## src/rtl/fetch_queue.sv

```systemverilog
// Show-ahead circular fetch queue carrying instruction, PC and branch-prediction metadata to decode.
// Define FETCH_QUEUE_STATS_EN to compile in the full-stall and flush statistics counters.
module fetch_queue #(
    parameter int DEPTH = 4,
    parameter int BHR_W = 6
) (
    input  logic                       clk,
    input  logic                       reset_n,
    input  logic                       in_valid,
    input  logic [31:0]                in_instr,
    input  logic [31:0]                in_pc,
    input  logic [31:0]                in_btb_address,
    input  logic                       in_taken,
    input  logic [BHR_W-1:0]           in_bhr,
    output logic                       in_ready,
    output logic                       out_valid,
    output logic [31:0]                out_instr,
    output logic [31:0]                out_pc,
    output logic [31:0]                out_btb_address,
    output logic                       out_taken,
    output logic [BHR_W-1:0]           out_bhr,
    input  logic                       out_ready,
    input  logic                       flush,
    output logic [$clog2(DEPTH):0]     count,
    output logic [31:0]                full_stall_count,
    output logic [31:0]                flush_count,
    input  logic                       full_stall_reset,
    input  logic                       flush_reset
);

    localparam int AW = $clog2(DEPTH);
    localparam int CW = AW + 1;
    localparam int EW = 97 + BHR_W;

    logic [AW-1:0] head;
    logic [AW-1:0] tail;
    logic [CW-1:0] occ;
    logic [EW-1:0] mem [DEPTH];
    logic          push;
    logic          pop;

    assign count     = occ;
    assign in_ready  = (occ < CW'(DEPTH));
    assign out_valid = (occ != '0) & ~flush;
    assign push      = in_valid & in_ready;
    assign pop       = out_valid & out_ready;

    assign {out_instr, out_pc, out_btb_address, out_taken, out_bhr} = mem[head];

    always_ff @(posedge clk) begin
        if (!reset_n) begin
            head <= '0;
            tail <= '0;
            occ  <= '0;
        end else if (flush) begin
            head <= '0;
            tail <= '0;
            occ  <= '0;
        end else begin
            if (push) tail <= tail + AW'(1);
            if (pop)  head <= head + AW'(1);
            case ({push, pop})
                2'b10:   occ <= occ + CW'(1);
                2'b01:   occ <= occ - CW'(1);
                default: occ <= occ;
            endcase
        end
    end

    // Storage is never reset; a write is suppressed whenever the pointers are being cleared.
    always_ff @(posedge clk) begin
        if (push && reset_n && !flush)
            mem[tail] <= {in_instr, in_pc, in_btb_address, in_taken, in_bhr};
    end

`ifdef FETCH_QUEUE_STATS_EN
    logic [31:0] stall_cnt;
    logic [31:0] flush_cnt;

    function automatic logic [31:0] sat_inc(input logic [31:0] v);
        return (v == 32'hFFFF_FFFF) ? v : v + 32'd1;
    endfunction

    always_ff @(posedge clk) begin
        if (!reset_n) begin
            stall_cnt <= '0;
            flush_cnt <= '0;
        end else begin
            if (full_stall_reset)
                stall_cnt <= '0;
            else if (in_valid && !in_ready && !flush)
                stall_cnt <= sat_inc(stall_cnt);
            if (flush_reset)
                flush_cnt <= '0;
            else if (flush)
                flush_cnt <= sat_inc(flush_cnt);
        end
    end

    assign full_stall_count = stall_cnt;
    assign flush_count      = flush_cnt;
`else
    logic unused_stats_resets;
    assign unused_stats_resets = full_stall_reset ^ flush_reset;
    assign full_stall_count    = '0;
    assign flush_count         = '0;
`endif

endmodule

```

## config.mk

```make
export PLATFORM = sky130hd
export DESIGN_NAME = fetch_queue
export DESIGN_NICKNAME = d
export VERILOG_FILES = /design/src/rtl/fetch_queue.sv
export SDC_FILE = /design/constraint.sdc
export NUM_CORES = 1
export LEC_CHECK = 0
export CAP_MARGIN = 10
export CORE_MARGIN = 5
export CORE_UTILIZATION = 40
export DETAILED_ROUTE_END_ITERATION = 7
export PLACE_DENSITY = 0.63
export SETUP_SLACK_MARGIN = 0.05
export SLEW_MARGIN = 15
export SYNTH_ARGS = -nofsm -noshare
export SYNTH_HDL_FRONTEND = slang
export SYNTH_SLANG_ARGS = --single-unit
```

## constraint.sdc

```tcl
create_clock -name clk -period 8.8 [get_ports clk]
set_clock_uncertainty 0.15 [all_clocks]
set_input_delay 2.64 -clock clk [delete_from_list [all_inputs] [get_ports clk]]
set_output_delay 2.64 -clock clk [all_outputs]
set_load 0.03 [all_outputs]
```

Yosys cells after proc, flatten, opt, wreduce, memory -nomap -nowiden
Memories as Yosys holds them, arrays and structs flattened. A register that Yosys moved wholly into a read port is not among the register bits.
Index checks and enable logic that the tools add are counted.
- flip-flop bits (word level): 7
- RAM bits: 412
- output and inout port bits: 172
- word-level logic and storage cells: 27
- memories kept: 1
- add/subtract/negate cells: 4
- $lt $le $gt $ge: 1
- equality and inequality tests: 2
- muxes and demuxes: 5
- bitwise operators: 5
- reductions and logical operators: 6
- memories (memory ; words ; width ; rd ports ; clocked after memory_dff ; wr ports ; line ; text):
    mem ; 4 ; 103 ; 1 ; 1 ; 1 ; 38 ; logic [EW-1:0] mem [DEPTH];
- operators with widths (kind ; count):
    case mux 3 bit (2 select lines) ; 1
    adder 2 x 1 -> 2 bit, second input constant ; 2
    2-to-1 mux 2 bit ; 2
    adder 3 x 1 -> 3 bit, second input constant ; 1
    AND 1 bit ; 3
    less-than comparator 3 bit, second input constant ; 1
    nonzero test 3 bit ; 1
    subtractor 3 x 1 -> 3 bit, second input constant ; 1
    equality test 2 x 1 -> 1 bit, second input constant ; 1
    equality test 2 bit, second input constant ; 1
    logical AND 1 bit ; 2
    2-to-1 mux 1 bit ; 2
    NOT 1 bit ; 2
    nonzero test 2 bit ; 1
    OR reduction 2 bit ; 1
    zero test 1 bit ; 1

Logic depth before layout (Yosys ltp)
- depth after elaboration: 6
- depth in mapped cells: 9
- mapped depth without buffers: 8

Worst setup path before layout
No wires, ideal clock.
- path type: input -> register
- start point: input port in_valid
- end point: memory mem[0][0] in the netlist's numbering, enable pin
- library setup time: 0.474 ns
- data arrival time: 5.451 ns
- data required time: 8.176 ns
- setup slack: 2.725 ns
- stages on the path: 3
- path through: nor2b_1 clkbuf_1 and3_1
- cells in the longest elaborated chain, start to end: 5
- RTL lines (what ; line ; text):
    start, declared ; 9 ; input logic in_valid,
    AND 1 bit ; 45 ; assign push = in_valid & in_ready;
    logical AND 1 bit (2 in a row) ; 72 ; if (push && reset_n && !flush)
    2-to-1 mux 1 bit ; 72 ;
    2-to-1 mux 1 bit (not written as such) ; 73 ; mem[tail] <= {in_instr, in_pc, in_btb_address, in_taken, in_bhr};
    end, declared ; 38 ;
Every way passes these cells.

Final worst setup path
- start point: input port flush
- end point: output port out_valid
- cells in the longest elaborated chain, start to end: 2
- RTL lines (what ; line ; text):
    start, declared ; 23 ; input logic flush,
    NOT 1 bit ; 44 ; assign out_valid = (occ != '0) & ~flush;
    AND 1 bit ; 44 ;
    end, declared ; 16 ; output logic out_valid,
Every way passes these cells.

==> impl_metrics.csv <==
group,metric,value,unit
global_route,grtUsageTotal,13.9,%
die,core.rowCount,73,
detailed_routing,first_pass_iters,4,
clocking,insertion_delay,0.54,ns
synth,avgSynthCellArea,24.2,um2
global_route,grtUsageMet2,21.8,%
clocking,clockRootBuffer,"clkbuf_16",
power,total_power,4.15,mW
layout,fillers,3199,
critical_path,worst_setup_path_start_kind,"input pin",
place,dp_slack,2.13,ns
critical_path,crit_path_max_incr_delay,0.68,ns
sta,worstMarginPinSlew,0.723,ns
clocking,numCtsBuffers,43,
detailed_routing,vias,7045,
critical_path,end_kind,"output port",
sta,setup_viol,0,
critical_path,critical_path_buf_inv_count,2,
min_path,worstHoldPathCells,2,
detailed_routing,wl_per_cell,21.2,um
clocking,cts_resized,0,
critical_path,cp.required,6.01,ns
place,gp_congestion,0.674,
global_route,grt_pass1_wl,46600,um
critical_path,path_cells,"clkdlybuf4s50_1 -> nor2_1 -> clkdlybuf4s50_1",
sta,max-slew-margin-rel,51.8,%
clocking,cts_max_level,2,
global_route,grt_max_degree,73,
die,dieHeight,209,um
global_route,antenna_found_initial,1,
global_route,use_met1,19.1,%
global_route,grt_pass1_vias,7506,
synth,netlist_area,15900,um2
min_path,min_path_type,"reg -> reg",
synth,synth.distinct_cells,26,
sta,drv_slew,0,
detailed_routing,ant_nets,0,
synth,ys_warn_count,0,
global_route,grt-busiest-layer,"met2",
synth,synth_area_leaders,"edfxtp_1 78%, mux4_2 15%, buf_4 3.2%",
synth,synth_top_area_cell,"edfxtp_1",
power,p_per_area,211,nW/um2
clocking,path_clk_slew,0.05,ns
layout,num_antenna_cells,0,
detailed_routing,routed_wl,30900,um
die,die_w,209,um
power,leakage,6.17,nW
sta,final_hold_viol_count,0,
clocking,cts_hold_buf,0,
critical_path,ff2ff_path_depth,3,
critical_path,path_common_cell,"clkdlybuf4s50_1",
detailed_routing,drc,0,
layout,fin_nets,1020,
synth,ys_ff_latch,421,
synth,seq_area_frac_synth,79.0,%
die,die_area,43800,um2
status,outcome,"finished clean",
critical_path,cp.depth,3,
die,io_pins,282,
die,start_util,40.2,%
sta,final.setup.tns,0,ns
layout,area_growth,23.6,%
place,port_buffers,215,
critical_path,critical_path_class,"in -> out",
critical_path,worstPathArrival,3.89,ns
synth,synth_top_area_share,77.8,%
layout,drive_gt1_share,18.6,%
detailed_routing,initialDrtViolationCount,278,
critical_path,crit_fanout,4,
critical_path,critPathTopFamily,"buffers and inverters",
clocking,clk_path_buf_depth,3,
clocking,cts_tree,"built",
synth,synth_cells,658,
flow_run,drv_cap,0,
sta,rsz0062_at_grt,"false",
place,dpl.hpwl,18300,um
global_route,gr-usage-met3,4.45,%
clocking,cts_sinks,421,
critical_path,worst_path_max_delay_cell,"clkdlybuf4s50_1",
power,peakVddDrop,144,uV
sta,period_needed,6.68,ns
sta,fin_crit_sh,75.9,%
sta,setup_slack,2.12,ns
layout,utilization,49.7,%
sta,hold_ws,0.335,ns
global_route,overflow,0,
detailed_routing,vias_per_cell,4.84,
clocking,cts_setup_buffers,0,
sta,max_freq,0.150,GHz
die,coreArea,39500,um2
[flip-flops by register name (all words and copies together) (netlist names), named ones only]
register,cells
head,2
tail,2
count,3
mem,412
[layout make-up]
type	instances	area [um2]	share of cell area, %
Multi-Input combinational cell	205	2840	14.5
Sequential cell	421	12600	63.9
Clock buffer	58	1190	6.08
Inverter	7	26.3	0.134
Timing Repair Buffer	226	2250	11.4
Clock inverter	15	116	0.592
Tap cell	525	657	3.34
[logic make-up after synthesis]
logic type / after synthesis / synth area share, %
AO/OA/AOI/OAI: 7 / 0.220
XOR/XNOR: 3 / 0.165
adder cells (fa/ha/maj): 6 / 0.520
buffers and inverters: 95 / 4.75
flip-flops: 421 / 79.0
multiplexers: 104 / 14.7
other: 1 / 0.0236
AND/OR/NAND/NOR: 21 / 0.685
[stage by stage]
stage | cells | instance area, um2
after CTS | 1457 | 19600
final | 1457 | 19600
after floorplan | 721 | 16100
after detailed placement | 1384 | 18300
after global routing | 1457 | 19600
after global placement | 1384 | 18300
[report_power, final]
part	total [mW]	internal [mW]	leakage, nW	switching [mW]
registers	2.23	2.22	3.80	0.00604
logic	0.221	0.0917	1.74	0.130
clock network	1.70	1.00	0.636	0.697
[cells in the mapped netlist (all sizes together)]
cell    instances
fa              1
or3             2
edfxtp        412
and3            4
ha              5
nor2b           2
mux4          103
dfxtp           9
o21ai           4
nand2           2
nand2b          2
conb            1
nor3            1
xnor2           1
inv             7
buf            87
or4             1
a21oi           3
mux2i           1
nor2            7
xor2            2
clkbuf          1
[placed cells by master (no fill, tap or decap)]
| master | synthesis | routed |
|---|---|---|
| nor3_1 | 1 | 1 |
| mux4_2 | 103 | 103 |
| conb_1 | 1 | 64 |
| xor2_1 | 2 | 2 |
| buf_12 | 8 | 1 |
| mux2i_1 | 1 | 1 |
| ha_1 | 5 | 5 |
| o21ai_0 | 4 | 4 |
| nor2b_1 | 2 | 2 |
| clkdlybuf4s50_1 | 0 | 215 |
| clkbuf_1 | 1 | 11 |
| clkinv_2 | 0 | 3 |
| edfxtp_1 | 412 | 412 |
| clkbuf_8 | 0 | 2 |
| xnor2_1 | 1 | 1 |
| clkbuf_16 | 0 | 45 |
| dfxtp_4 | 0 | 2 |
| dfxtp_1 | 9 | 7 |
| or4_1 | 1 | 1 |
| bufinv_16 | 0 | 2 |
| nor2_1 | 7 | 7 |
| a21oi_1 | 3 | 3 |
| buf_4 | 67 | 10 |
| inv_1 | 7 | 7 |
| or3_1 | 2 | 2 |
| clkinv_1 | 0 | 9 |
| and3_4 | 0 | 4 |
| nand2b_1 | 2 | 2 |
| fa_1 | 1 | 1 |
| nand2_1 | 2 | 2 |
| clkinvlp_4 | 0 | 1 |
[final timing paths]
kind                                from          to  slack, ns
worst max-delay path               flush   out_valid       2.12
worst min-delay path             head[0]    register       0.33
worst max register to register  count[2]  mem[3][71]       6.06
worst min register to register   head[0]    register       0.33
[worst min-delay path: cells and delay by family, from the launching register on]
family           cells  cell delay (ns)
AND/OR/NAND/NOR      1             0.07
flip-flops           1             0.32
AO/OA/AOI/OAI        1             0.06
[layer usage]
layer / up-vias / wire length [um]
li1: 3108 / -
met1: 3694 / 13400
met2: 193 / 14800
met3: 48 / 2070
met4: 2 / 588
met5: - / 13
Note: power is estimated with default switching activity, not from simulation.
